`src/rtl/uart_cmd_pkg.sv`:
```
// rtl/uart_cmd_pkg.sv - shared types and ASCII constants for the UART command decoder
package uart_cmd_pkg;

  typedef enum logic [1:0] {
    IDLE    = 2'd0,
    GOT_OP  = 2'd1,
    GOT_IDX = 2'd2,
    FLUSH   = 2'd3
  } state_e;

  typedef enum logic [1:0] {
    OP_SET = 2'd0,
    OP_CLR = 2'd1,
    OP_TGL = 2'd2,
    OP_RST = 2'd3
  } op_e;

  localparam logic [7:0] CH_S  = 8'h53;
  localparam logic [7:0] CH_C  = 8'h43;
  localparam logic [7:0] CH_T  = 8'h54;
  localparam logic [7:0] CH_R  = 8'h52;
  localparam logic [7:0] CH_CR = 8'h0D;
  localparam logic [7:0] CH_LF = 8'h0A;
  localparam logic [7:0] CH_K  = 8'h4B;
  localparam logic [7:0] CH_E  = 8'h45;

  localparam int RESP_FIFO_DEPTH = 4;

  function automatic logic is_term_char(input logic [7:0] c);
    return (c == CH_CR) || (c == CH_LF);
  endfunction

endpackage

```
`src/rtl/ascii_hex_to_nibble.sv`:
```
// rtl/ascii_hex_to_nibble.sv - combinational ASCII hex digit decoder, case-insensitive
module ascii_hex_to_nibble (
  input  logic [7:0] char_in,
  output logic       valid_out,
  output logic [3:0] value_out
);

  always_comb begin
    valid_out = 1'b1;
    value_out = 4'h0;
    if (char_in >= 8'h30 && char_in <= 8'h39) begin
      value_out = char_in[3:0];
    end else if ((char_in >= 8'h41 && char_in <= 8'h46) ||
                 (char_in >= 8'h61 && char_in <= 8'h66)) begin
      // 'A'/'a' carry 1 in the low nibble, so +9 lands on 10
      value_out = char_in[3:0] + 4'd9;
    end else begin
      valid_out = 1'b0;
    end
  end

endmodule

```
`src/rtl/uart_cmd_decoder.sv`:
```
// rtl/uart_cmd_decoder.sv - framed S/C/T/R command decoder with K/E acknowledge toward TX
// Define UART_CMD_ECHO_EN to echo every received character through a 4-entry TX FIFO.
module uart_cmd_decoder
  import uart_cmd_pkg::*;
#(
  parameter int               N_OUT          = 4,
  parameter int               DATA_BITS      = 8,
  parameter logic [N_OUT-1:0] RESET_VALUE    = {N_OUT{1'b1}},
  parameter int               TIMEOUT_CYCLES = 1_000_000
) (
  input  logic                 sysclk_in,
  input  logic                 rst_in,
  input  logic [DATA_BITS-1:0] rx_data_in,
  input  logic                 rx_rdy_in,
  output logic [N_OUT-1:0]     out_q,
  output logic                 cmd_err_out,
  output logic [7:0]           tx_data_out,
  output logic                 tx_valid_out,
  input  logic                 tx_ready_in
);

  localparam int CNT_W = (TIMEOUT_CYCLES > 0) ? $clog2(TIMEOUT_CYCLES + 1) : 1;
  localparam logic [CNT_W-1:0] CNT_MAX = CNT_W'(TIMEOUT_CYCLES);

  state_e             state_q, state_d;
  op_e                op_q, op_d;
  logic [3:0]         idx_q, idx_d;
  logic [CNT_W-1:0]   cnt_q, cnt_d;
  logic [N_OUT-1:0]   out_d;
  logic [N_OUT-1:0]   bit_mask;
  logic               cmd_err_q;
  logic [7:0]         ch;
  logic               hex_valid;
  logic [3:0]         hex_value;
  logic               is_op;
  logic               is_term;
  logic               idx_ok;
  logic               timeout_hit;
  logic               exec_cmd;
  logic               reject_cmd;
  logic               resp_push;
  logic [7:0]         resp_char;

  if (DATA_BITS >= 8) begin : g_wide_char
    assign ch = rx_data_in[7:0];
  end else begin : g_narrow_char
    assign ch = {{(8-DATA_BITS){1'b0}}, rx_data_in};
  end

  ascii_hex_to_nibble u_hex (
    .char_in   (ch),
    .valid_out (hex_valid),
    .value_out (hex_value)
  );

  assign is_op   = (ch == CH_S) || (ch == CH_C) || (ch == CH_T);
  assign is_term = is_term_char(ch);
  assign idx_ok  = hex_valid && ({1'b0, hex_value} < 5'(N_OUT));

  // A character arriving in the expiry cycle wins over the timeout
  assign timeout_hit = (TIMEOUT_CYCLES != 0) && (state_q != IDLE) &&
                       !rx_rdy_in && (cnt_q == CNT_MAX);

  always_ff @(posedge sysclk_in) begin
    if (rst_in) state_q <= IDLE;
    else        state_q <= state_d;
  end

  always_comb begin
    state_d = state_q;
    if (rx_rdy_in) begin
      case (state_q)
        IDLE: begin
          if (is_op)              state_d = GOT_OP;
          else if (ch == CH_R)    state_d = GOT_IDX;
          else if (!is_term)      state_d = FLUSH;
        end
        GOT_OP: begin
          if (is_term)            state_d = IDLE;
          else if (idx_ok)        state_d = GOT_IDX;
          else                    state_d = FLUSH;
        end
        GOT_IDX: state_d = is_term ? IDLE : FLUSH;
        FLUSH:   if (is_term) state_d = IDLE;
        default: state_d = IDLE;
      endcase
    end else if (timeout_hit) begin
      state_d = IDLE;
    end
  end

  always_comb begin
    exec_cmd   = 1'b0;
    reject_cmd = 1'b0;
    op_d       = op_q;
    idx_d      = idx_q;
    if (rx_rdy_in) begin
      case (state_q)
        IDLE: begin
          if (ch == CH_S)      op_d = OP_SET;
          else if (ch == CH_C) op_d = OP_CLR;
          else if (ch == CH_T) op_d = OP_TGL;
          else if (ch == CH_R) op_d = OP_RST;
        end
        GOT_OP: begin
          if (is_term)     reject_cmd = 1'b1;
          else if (idx_ok) idx_d      = hex_value;
        end
        GOT_IDX: exec_cmd   = is_term;
        FLUSH:   reject_cmd = is_term;
        default: ;
      endcase
    end else if (timeout_hit) begin
      reject_cmd = 1'b1;
    end
  end

  always_comb begin
    bit_mask = N_OUT'(1) << idx_q;
    out_d    = out_q;
    if (exec_cmd) begin
      case (op_q)
        OP_SET:  out_d = out_q | bit_mask;
        OP_CLR:  out_d = out_q & ~bit_mask;
        OP_TGL:  out_d = out_q ^ bit_mask;
        default: out_d = RESET_VALUE;
      endcase
    end
  end

  always_comb begin
    cnt_d = cnt_q;
    if (rx_rdy_in || state_q == IDLE) cnt_d = '0;
    else if (TIMEOUT_CYCLES != 0 && cnt_q != CNT_MAX) cnt_d = cnt_q + CNT_W'(1);
  end

  always_ff @(posedge sysclk_in) begin
    if (rst_in) begin
      op_q      <= OP_SET;
      idx_q     <= '0;
      cnt_q     <= '0;
      out_q     <= RESET_VALUE;
      cmd_err_q <= 1'b0;
    end else begin
      op_q      <= op_d;
      idx_q     <= idx_d;
      cnt_q     <= cnt_d;
      out_q     <= out_d;
      cmd_err_q <= reject_cmd;
    end
  end

  assign cmd_err_out = cmd_err_q;
  assign resp_push   = exec_cmd || reject_cmd;
  assign resp_char   = exec_cmd ? CH_K : CH_E;

`ifdef UART_CMD_ECHO_EN
  localparam int PTR_W = $clog2(RESP_FIFO_DEPTH);
  localparam logic [PTR_W:0] FIFO_FULL = (PTR_W+1)'(RESP_FIFO_DEPTH);

  logic [7:0]     fifo_q [RESP_FIFO_DEPTH];
  logic [7:0]     fifo_d [RESP_FIFO_DEPTH];
  logic [PTR_W-1:0] rd_ptr_q, rd_ptr_d, wr_ptr_q, wr_ptr_d;
  logic [PTR_W:0]   count_q, count_d;

  // Echo is pushed ahead of the response; whichever finds the FIFO full is dropped
  always_comb begin
    fifo_d   = fifo_q;
    rd_ptr_d = rd_ptr_q;
    wr_ptr_d = wr_ptr_q;
    count_d  = count_q;
    if (count_q != '0 && tx_ready_in) begin
      rd_ptr_d = rd_ptr_q + PTR_W'(1);
      count_d  = count_q - (PTR_W+1)'(1);
    end
    if (rx_rdy_in && count_d < FIFO_FULL) begin
      fifo_d[wr_ptr_d] = ch;
      wr_ptr_d         = wr_ptr_d + PTR_W'(1);
      count_d          = count_d + (PTR_W+1)'(1);
    end
    if (resp_push && count_d < FIFO_FULL) begin
      fifo_d[wr_ptr_d] = resp_char;
      wr_ptr_d         = wr_ptr_d + PTR_W'(1);
      count_d          = count_d + (PTR_W+1)'(1);
    end
  end

  always_ff @(posedge sysclk_in) begin
    if (rst_in) begin
      for (int i = 0; i < RESP_FIFO_DEPTH; i++) fifo_q[i] <= '0;
      rd_ptr_q <= '0;
      wr_ptr_q <= '0;
      count_q  <= '0;
    end else begin
      fifo_q   <= fifo_d;
      rd_ptr_q <= rd_ptr_d;
      wr_ptr_q <= wr_ptr_d;
      count_q  <= count_d;
    end
  end

  assign tx_data_out  = fifo_q[rd_ptr_q];
  assign tx_valid_out = (count_q != '0);
`else
  logic [7:0] tx_data_q, tx_data_d;
  logic       tx_valid_q, tx_valid_d;
  logic       tx_hs;

  // A pending response blocks new ones unless it is handed off this same cycle
  always_comb begin
    tx_hs      = tx_valid_q && tx_ready_in;
    tx_data_d  = tx_data_q;
    tx_valid_d = (tx_valid_q && !tx_hs) || resp_push;
    if (resp_push && (!tx_valid_q || tx_hs)) tx_data_d = resp_char;
  end

  always_ff @(posedge sysclk_in) begin
    if (rst_in) begin
      tx_data_q  <= '0;
      tx_valid_q <= 1'b0;
    end else begin
      tx_data_q  <= tx_data_d;
      tx_valid_q <= tx_valid_d;
    end
  end

  assign tx_data_out  = tx_data_q;
  assign tx_valid_out = tx_valid_q;
`endif

endmodule

```
`config.mk`:
```
export PLATFORM = sky130hd
export DESIGN_NAME = uart_cmd_decoder
export DESIGN_NICKNAME = d
export VERILOG_FILES = /design/src/rtl/uart_cmd_pkg.sv /design/src/rtl/ascii_hex_to_nibble.sv /design/src/rtl/uart_cmd_decoder.sv
export SDC_FILE = /design/constraint.sdc
export NUM_CORES = 1
export LEC_CHECK = 0
export ABC_AREA = 1
export CAP_MARGIN = 30
export CORE_ASPECT_RATIO = 1.75
export CORE_MARGIN = 2
export CORE_UTILIZATION = 40
export CTS_CLUSTER_SIZE = 28
export DETAILED_ROUTE_END_ITERATION = 7
export GPL_TIMING_DRIVEN = 0
export PLACE_DENSITY_LB_ADDON = 0.05
export REMOVE_ABC_BUFFERS = 1
export SLEW_MARGIN = 20
export SYNTH_ARGS = -nofsm -noshare
export SYNTH_HDL_FRONTEND = slang
export SYNTH_SLANG_ARGS = --single-unit
```
`constraint.sdc`:
```
create_clock -name sysclk_in -period 4.5 [get_ports sysclk_in]
set_clock_uncertainty 0.15 [all_clocks]
set_input_delay 0.675 -clock sysclk_in [delete_from_list [all_inputs] [get_ports sysclk_in]]
set_output_delay 0.675 -clock sysclk_in [all_outputs]
set_load 0.005 [all_outputs]
```
==> results of run 1 <==
[flip-flops by register name, indices dropped and copies added, names as in the netlist]
signal / flops
out_q: 4
cmd_err_out: 1
state_q: 2
cnt_q: 20
tx_data_out: 3
op_q: 2
tx_valid_out: 1
idx_q: 4
[metal layers]
metal,up-vias,wire [um]
li1,1098,-
met1,911,1890
met2,31,2800
met3,12,94
met4,0,167
met5,-,0
[synthesized netlist by cell type (all sizes together)]
| cell type | n |
|---|---|
| a211oi | 1 |
| a21oi | 26 |
| buf | 7 |
| bufbuf | 1 |
| clkbuf | 3 |
| conb | 1 |
| dfxtp | 37 |
| ha | 14 |
| inv | 49 |
| nand2 | 57 |
| nand3 | 36 |
| nand3b | 4 |
| nand4 | 3 |
| nor2 | 44 |
| nor3 | 7 |
| nor3b | 1 |
| nor4 | 1 |
| o211ai | 4 |
| o21a | 2 |
| o21ai | 22 |
| o311ai | 4 |
| or2 | 1 |
| xor2 | 2 |
[cell type report]
type	count	share of cell area, %
multi-input cells	232	49.0
flip-flops and latches	37	27.8
repair buffers	22	8.26
inverters	49	6.90
well taps	76	3.57
clock buffers	6	3.10
clock inverters	2	1.41
[critical path, delay by kind of cell]
kind          cells  cell delay, ns
fa+ha+maj         1            0.23
buf+inv           3            0.72
simple gates      9            0.83
[final timing paths]
kind | slack (ns) | cells after the start | end | start
hold / removal | 0.32 | 2 | tx_data_out[2] | tx_data_out[2]
setup reg to reg | 2.83 | 8 | out_q[3] | idx_q[0]
hold reg to reg | 0.32 | 2 | tx_data_out[2] | tx_data_out[2]
setup / recovery | 2.08 | 13 | idx_q[1] | rx_data_in[0]
[metrics by stage]
stage	setup WS (ns)	util, %	hold slack (ns)	power, mW
2_1_floorplan	2.56	-	0.288	0.378
3_3_place_gp	1.76	45.6	0.299	0.402
3_5_place_dp	1.75	45.6	0.309	0.403
4_1_cts	2.06	47.7	0.321	0.712
5_1_grt	1.89	47.7	0.346	0.730
6_report	2.08	47.7	0.317	0.703
[kinds of logic (layout without fill, tap and decap cells)]
group,Yosys count,after routing,synth area share [%]
AND/OR/NAND/NOR,154,154,33.0
adder cells (fa/ha/maj),14,14,7.51
AO/OA/AOI/OAI,59,59,14.3
flip-flops,37,37,31.8
buffers and inverters,60,79,12.5
other,1,3,0.161
XOR/XNOR,2,2,0.752
[placed cells by master (no fill, tap or decap)]
cell type / count
nand3b_4: 1
nor2_4: 4
nand4_2: 1
o21a_1: 2
nand2_2: 1
clkbuf_8: 6
nand3_2: 5
nor2_2: 2
nand2_1: 56
a21oi_1: 26
xor2_1: 2
nor4_4: 1
dfxtp_1: 37
ha_1: 14
conb_1: 3
o21ai_0: 22
clkinvlp_4: 1
or2_0: 1
o311ai_0: 4
bufinv_16: 1
nor3_1: 5
nand3_1: 31
inv_1: 43
nand3b_1: 3
inv_2: 6
nor3_2: 2
nand4_1: 2
nor2_1: 38
o211ai_1: 4
clkdlybuf4s50_1: 22
a211oi_2: 1
nor3b_1: 1
[power groups by stage]
| stage | logic (mW) | registers [mW] | clock network, mW |
|---|---|---|---|
| after global placement | 0.0591 | 0.343 | 0 |
| after floorplan | 0.0355 | 0.342 | 0 |
| final | 0.0592 | 0.335 | 0.308 |
| after detailed placement | 0.0596 | 0.343 | 0 |
| after CTS | 0.0598 | 0.335 | 0.317 |
| after global routing | 0.0678 | 0.336 | 0.326 |
==> results_dict.tcl, run 1 <==
set metrics [dict create \
    cts_tree "built" \
    hold_violations 0 \
    powerDensity_nw_per_um2 264 \
    cts_setup_buffers 0 \
    fin_nets 373 \
    clock_latency_ns 0.29 \
    grt_max_degree 14 \
    placed_cell_area_um2 2550 \
    p_comb_share_pct 8.4 \
    p_int_mw 0.534 \
    cp-start-kind "primary input" \
    synth.cell_area_um2 2330 \
    syn2layout_area_growth_pct 14.4 \
    cts_buffer_depth 2 \
    grt_pass1_vias 1953 \
    ctsHoldBuffers 0 \
    arrival_ns 2.46 \
    power_frac_clock_pct 43.9 \
    required_ns 4.54 \
    rsz0062_at_grt "false" \
    max_stage_delay_ns 0.53 \
    ir_worst_vdd_mv 0.102 \
    core_um2 5590 \
    seq_power_share_pct 47.7 \
    cp_cell_sequence "clkdlybuf4s50_1, inv_1, ha_1, nand3_1, nand2_1, nand3_2, nand3_2, inv_1, nand2_1, nor2_4, nand2_1, nand2_1, nor2_1" \
    grt_util_met2_pct 31.1 \
    fin_crit_sh_pct 53.8 \
    n_antenna_cell 0 \
    fin_crit_ns 2.42 \
    hold_path_class "register to register" \
    fillers 618 \
    p_sw_share_pct 24.1 \
    grt_pass1_wl_mm 8.48 \
    grtUsageMet3_pct 2.85 \
    register_area_um2 741 \
    netlist.area_leader.share_pct 31.8 \
    cts-root-buf "clkbuf_8" \
    max_freq_mhz 413 \
    synth_cell_type_count 34 \
    first_pass_iters 6 \
    port_buffers 22 \
    wl_per_cell_um 11.7 \
    outcome "finished clean" \
    antenna_found_initial 0 \
    die_w_um 61.7 \
    yosysWarningCount 0 \
    htreeDepth 2 \
    clk_pin_slew_ns 0.08 \
    postLayoutCellArea_um2 2670 \
    viasPerCell 4.84 \
    synth_top_area_cell "dfxtp_1" \
    grt_use_met1_pct 17.8 \
    endpoint_kind "register" \
    cts_buffers 5 \
    synthCells 327 \
    die_y_um 105 \
    place_hpwl_mm 3.93 \
    ys_seq_area_share_pct 31.8 \
    initial_core_util_pct 41.7 \
    slowest_stage "clkdlybuf4s50_1" \
    finalMaxSlewViolations 0 \
    drtIter0Drc 75 \
    finalSetupTns_ns 0 \
    rows 36 \
    final_cells 424 \
    ant_nets 0 \
    p_leak_nw 1.07 \
    cpMostUsedCell "nand2_1" \
    crit_fanout 6 \
    num_vias 2052 \
    gp_routability_congestion 0.766 \
    overflow 0 \
    die_area_um2 6480 \
    cap_violations 0 \
    multi_input_area_um2 1310 \
    switching_power_mw 0.169 \
    wl_mm 4.95 \
    busiest_layer "met2" \
    io_pins 26 \
    cts_sinks 37 \
    setup_viol 0 \
    dp_cells 416 \
    cts_resized 0 \
    grt_usage_pct 17.1 \
    drc_errors 0 \
    syn_avg_cell_area_um2 7.13 \
    synthTopCellsByArea "dfxtp_1 32%, nand2_1 9.0%, ha_1 7.5%" \
    ys_ff_latch 37 \
    drive_above_1_share_pct 9.20 \
    worstSetupPathType "primary input to register" \
]
Power figures use the tool's default switching activity.
==> run 2, diff against run 1 <==
Clock period 4.5 ns to 2.24 ns, I/O delays scaled along.
==> run 2 against run 1 <==
Effect of this change: critical path depth decreased by 2; global-route usage unchanged; flip-flop and latch count unchanged; sequential power increased by 100%; worst setup slack got worse by 1.7 ns; worst hold slack about the same; die area unchanged; sequential share of layout area decreased by 0.21 points; routed wire length decreased by 0.26%; final area increased by 0.75%; register-to-register slack got worse by 2.3 ns; non-clock buffer count increased by 2; critical path type unchanged.
==> results_dict.tcl, run 2 (synthesis gave the netlist of run 1 again) <==
set metrics [dict create \
    outcome "finished clean" \
    hold_violations 0 \
    largest-register "cnt_q" \
    wl_mm 4.94 \
    drtIter0Drc 64 \
    fin_nets 375 \
    largest_register_ffs 20 \
    arrival_ns 1.92 \
    p_leak_nw 1.10 \
    setup_slack_ns 0.344 \
    reg_top3 "cnt_q: 20 flops, idx_q: 4 flops, out_q: 4 flops" \
    first_pass_iters 4 \
    ant_nets 0 \
    ff2ff_setup_slack_ns 0.57 \
    layout_commonest_cell "nand2_1" \
    gp_routability_congestion 0.766 \
    viasPerCell 4.84 \
    worstSetupPathType "primary input to register" \
    die_y_um 105 \
    cap_violations 0 \
    rsz0062_at_grt "false" \
    antenna_found_initial 0 \
    hold_path_class "register to register" \
    endpoint_kind "register" \
    required_ns 2.26 \
    clk_pin_slew_ns 0.08 \
    overflow 0 \
    die_area_um2 6480 \
    io_pins 26 \
    finalSetupTns_ns 0 \
    port_buffers 22 \
    cp-start-kind "primary input" \
    worstHoldStart "tx_data_out[2]" \
    clock_latency_ns 0.29 \
    ir_worst_vdd_mv 0.204 \
    n_antenna_cell 0 \
    reg2reg_from "idx_q[0]" \
    wl_per_cell_um 11.6 \
    grt_usage_pct 17.1 \
    setup_viol 0 \
    htreeDepth 2 \
    min_to "tx_data_out[2]" \
    rr_worst_depth 8 \
    syn2layout_area_growth_pct 15.2 \
    drive_above_1_share_pct 9.71 \
    drc_errors 0 \
    grt_pass1_wl_mm 8.48 \
    grt_max_degree 14 \
    die_w_um 61.7 \
    place_hpwl_mm 3.93 \
    crit_fanout 6 \
    fin_util_pct 48.1 \
    cts_tree "built" \
    place_ws_ns -0.171 \
    max_freq_mhz 528 \
    cts_buffer_depth 2 \
    core_um2 5590 \
    rows 36 \
    powerDensity_nw_per_um2 526 \
    finalMaxSlewViolations 0 \
    fin_crit_sh_pct 84.6 \
    num_vias 2060 \
    hold_path_depth 2 \
    fin_crit_ns 1.90 \
    cts_buffers 5 \
    initial_core_util_pct 41.7 \
    cts_sinks 37 \
    power_mw 1.41 \
    grt_pass1_vias 1953 \
    final_cell_mix "56 x nand2_1, 43 x inv_1, 38 x nor2_1" \
    worst_r2r_endpoint "out_q[3]" \
    cts-root-buf "clkbuf_8" \
]
run 2: layout make-up:
type                       count  area, um2
clock buffer                   6       82.6
clock inverter                 2       37.5
fill                         618       2900
inverter                      49        184
multi-input combinational    232       1310
sequential                    37        741
tap                           76       95.1
timing repair buffer          24        240
run 2: layer usage:
| layer | track usage [%] | wire (um) | vias to the layer above | share of wire (%) |
|---|---|---|---|---|
| met4 | 7.90 | 168 | 0 | 3.4 |
| met1 | 17.8 | 1880 | 912 | 38 |
| li1 | - | - | 1103 | - |
| met2 | 31.1 | 2780 | 33 | 56 |
| met3 | 2.85 | 115 | 12 | 2.3 |
| met5 | 0 | 0 | - | 0 |
run 2: worst max-delay path by stage:
stage	start	end	slack (ns)
final	rx_data_in[2]	idx_q[2]	0.34
after global routing	rx_data_in[2]	idx_q[1]	0.20
after CTS	rx_data_in[0]	idx_q[1]	0.14
after detailed placement	rx_data_in[0]	idx_q[1]	-0.17
after global placement	rx_data_in[0]	idx_q[1]	-0.16
after floorplan	rx_data_in[0]	idx_q[1]	0.64
run 2: worst max-delay path, cell delays in order:
cell             delay [ns]
clkdlybuf4s50_1        0.59
inv_2                  0.08
nand3_1                0.10
nand2_1                0.07
nand3_2                0.14
nand3_2                0.09
inv_1                  0.08
nand2_1                0.08
nor2_4                 0.19
buf_4                  0.13
nor3_1                 0.03
run 2: power by group:
| group | switching, mW | internal, mW |
|---|---|---|
| logic | 0.0718 | 0.0465 |
| registers | 0.0108 | 0.663 |
| clock network | 0.258 | 0.362 |
run 2: what timing repair did:
action,CTS,global route
setup endpoints to repair,0,2
hold buffers,0,0
setup buffers,0,2
resized for setup,0,2
run 2: metrics by stage:
step,cells,hold slack (ns),area (um2)
after global routing,426,0.346,2690
after detailed placement,416,0.309,2550
after CTS,424,0.321,2670
final,426,0.317,2690
after floorplan,318,0.255,2230
after global placement,416,0.299,2550
==> run 3, diff against run 2 <==
Clock period 2.24 ns to 1.9 ns, I/O delays scaled along.
==> run 3 against run 2 <==
Effect of this change: flip-flop and latch count did not move; sequential share of layout area is 0.15 points lower; worst setup slack worse by 0.18 ns; largest cell class unchanged; highest routed layer unchanged; via count is essentially flat; first-iteration DRC count up 4.7%; non-clock buffer count down 1; critical path type unchanged; total power up 18%.
==> results_dict.tcl, run 3 (synthesis gave the netlist of run 1 again) <==
set metrics [dict create \
    hold_path_class "register to register" \
    place_ws_ns -0.460 \
    slowest_stage "clkdlybuf4s50_1" \
    hold_violations 0 \
    n_antenna_cell 0 \
    whs_ns 0.317 \
    port_buffers 22 \
    ant_nets 0 \
    outcome "finished clean" \
    ff2ff_setup_slack_ns 0.22 \
    place_hpwl_mm 3.93 \
    drive_above_1_share_pct 10.3 \
    grt_pass1_vias 1957 \
    drtIter0Drc 67 \
    p_int_mw 1.26 \
    ir_worst_vdd_mv 0.237 \
    p_leak_nw 1.10 \
    largest_register_ffs 20 \
    dp_cells 416 \
    critPathTopFamily "simple AND/OR/NAND/NOR gates" \
    antenna_found_initial 0 \
    final_cell_mix "56 x nand2_1, 43 x inv_1, 37 x nor2_1, 37 x dfxtp_1, 31 x nand3_1" \
    layout_commonest_cell "nand2_1" \
    powerDensity_nw_per_um2 618 \
    switching_power_mw 0.407 \
    worstSetupPathType "primary input to register" \
    cp-start-kind "primary input" \
    wl_mm 4.98 \
    setup_viol 0 \
    finalMaxSlewViolations 0 \
    hold_path_depth 2 \
    overflow 0 \
    largest-register "cnt_q" \
    crit_fanout 6 \
    reg_top3 "cnt_q: 20 flops, idx_q: 4 flops, out_q: 4 flops" \
    wl_per_cell_um 11.7 \
    fillers 619 \
    seq_power_share_pct 47.6 \
    clock_latency_ns 0.29 \
    fin_util_pct 48.4 \
    fin_crit_ns 1.73 \
    num_vias 2058 \
    cts-root-buf "clkbuf_8" \
    cts_buffers 5 \
    fin_crit_sh_pct 91.3 \
    min_to "tx_data_out[2]" \
    cts_tree "built" \
    p_sw_share_pct 24.4 \
    core_um2 5590 \
    final_cells 425 \
    p_comb_share_pct 8.5 \
    power_frac_clock_pct 43.9 \
    grt_pass1_wl_mm 8.49 \
    setup_slack_ns 0.165 \
    gp_routability_congestion 0.766 \
    clk_pin_slew_ns 0.08 \
    cts_buffer_depth 2 \
    max_stage_delay_ns 0.46 \
    viasPerCell 4.84 \
    cap_violations 0 \
    max_freq_mhz 577 \
    power_mw 1.67 \
    die_y_um 105 \
    rsz0062_at_grt "true" \
    rows 36 \
    reg2reg_from "idx_q[0]" \
    rr_worst_depth 8 \
    io_pins 26 \
    grt_max_degree 14 \
    endpoint_kind "register" \
    die_w_um 61.7 \
    postLayoutCellArea_um2 2700 \
    first_pass_iters 6 \
    required_ns 1.94 \
    initial_core_util_pct 41.7 \
    worstHoldStart "tx_data_out[2]" \
    htreeDepth 2 \
    arrival_ns 1.78 \
    worst_r2r_endpoint "out_q[3]" \
    path_buf_inv 1 \
    grt_usage_pct 17.2 \
    fin_nets 374 \
    cp_cell_sequence "clkdlybuf4s50_1, nor2_4, nand3_1, a21oi_2, nand4_1, nor2_4, nand2_1, nand2_1, nor2_1" \
    finalSetupTns_ns 0 \
    die_area_um2 6480 \
    cts_sinks 37 \
    drc_errors 0 \
    placed_cell_area_um2 2550 \
    syn2layout_area_growth_pct 15.9 \
]
-- run 3: cell count changes in the layout (fill, tap and decap cells not counted) --
| cell | previous run | this run |
|---|---|---|
| dlygate4sd2_1 | 0 | 1 |
| a21oi_2 | 0 | 1 |
| nor2_1 | 38 | 37 |
| nor3_2 | 2 | 3 |
| nor2_4 | 4 | 5 |
| a21oi_1 | 26 | 25 |
| nand3_4 | 0 | 1 |
| clkdlybuf4s15_1 | 0 | 1 |
| nand3_2 | 5 | 4 |
| nor3_1 | 5 | 4 |
| buf_4 | 2 | 1 |
| clkdlybuf4s50_1 | 20 | 18 |
-- run 3: area by class of cell --
cell class              count  area, um2  area share (%)
clock inverters             2       37.5            1.39
flip-flops and latches     37        741            27.4
inverters                  49        184            6.81
repair buffers             23        231            8.57
multi-input cells         232       1330            49.2
well taps                  76       95.1            3.52
clock buffers               6       82.6            3.06
-- run 3: worst reg2reg max path, cell delays in order, from the launching register on --
cell      delay, ns
dfxtp_1        0.36
inv_1          0.05
nor2_1         0.11
nand3_1        0.13
ha_1           0.29
o21ai_0        0.13
o311ai_0       0.17
nand2_1        0.10
o211ai_1       0.07
-- run 3: layer usage --
| metal | GRT usage [%] | up-vias | wire length [um] | part of all wire, % |
|---|---|---|---|---|
| met4 | 7.90 | 0 | 170 | 3.4 |
| met3 | 2.85 | 12 | 94 | 1.9 |
| met1 | 17.8 | 916 | 1880 | 38 |
| met2 | 31.1 | 32 | 2840 | 57 |
| met5 | 0 | - | 0 | 0 |
| li1 | - | 1098 | - | - |
-- run 3: what timing repair did --
item	4_1_cts	5_1_grt
hold buffers	0	0
pin swaps	1	3
endpoints found under the setup margin	12	12
gates resized for setup	3	7
buffers inserted	0	1
hold endpoints to repair	0	0
-- run 3: worst max-delay path by stage --
stage                        startpoint         end  slack [ns]  cells after the start
after floorplan           rx_data_in[0]    idx_q[1]        0.35                     12
after global placement    rx_data_in[0]    idx_q[1]       -0.45                     13
after detailed placement  rx_data_in[0]    idx_q[1]       -0.46                     13
after CTS                 rx_data_in[2]    idx_q[1]        0.07                     12
after global routing      rx_data_in[5]  state_q[0]       -0.01                     10
final                     rx_data_in[6]    idx_q[1]        0.17                      9
-- run 3: power groups by stage --
stage | Clock [mW] | Sequential (mW) | Combinational (mW)
after global routing | 0.773 | 0.795 | 0.163
after global placement | 0 | 0.813 | 0.140
final | 0.733 | 0.794 | 0.142
after CTS | 0.750 | 0.794 | 0.141
after floorplan | 0 | 0.810 | 0.0841
after detailed placement | 0 | 0.812 | 0.141
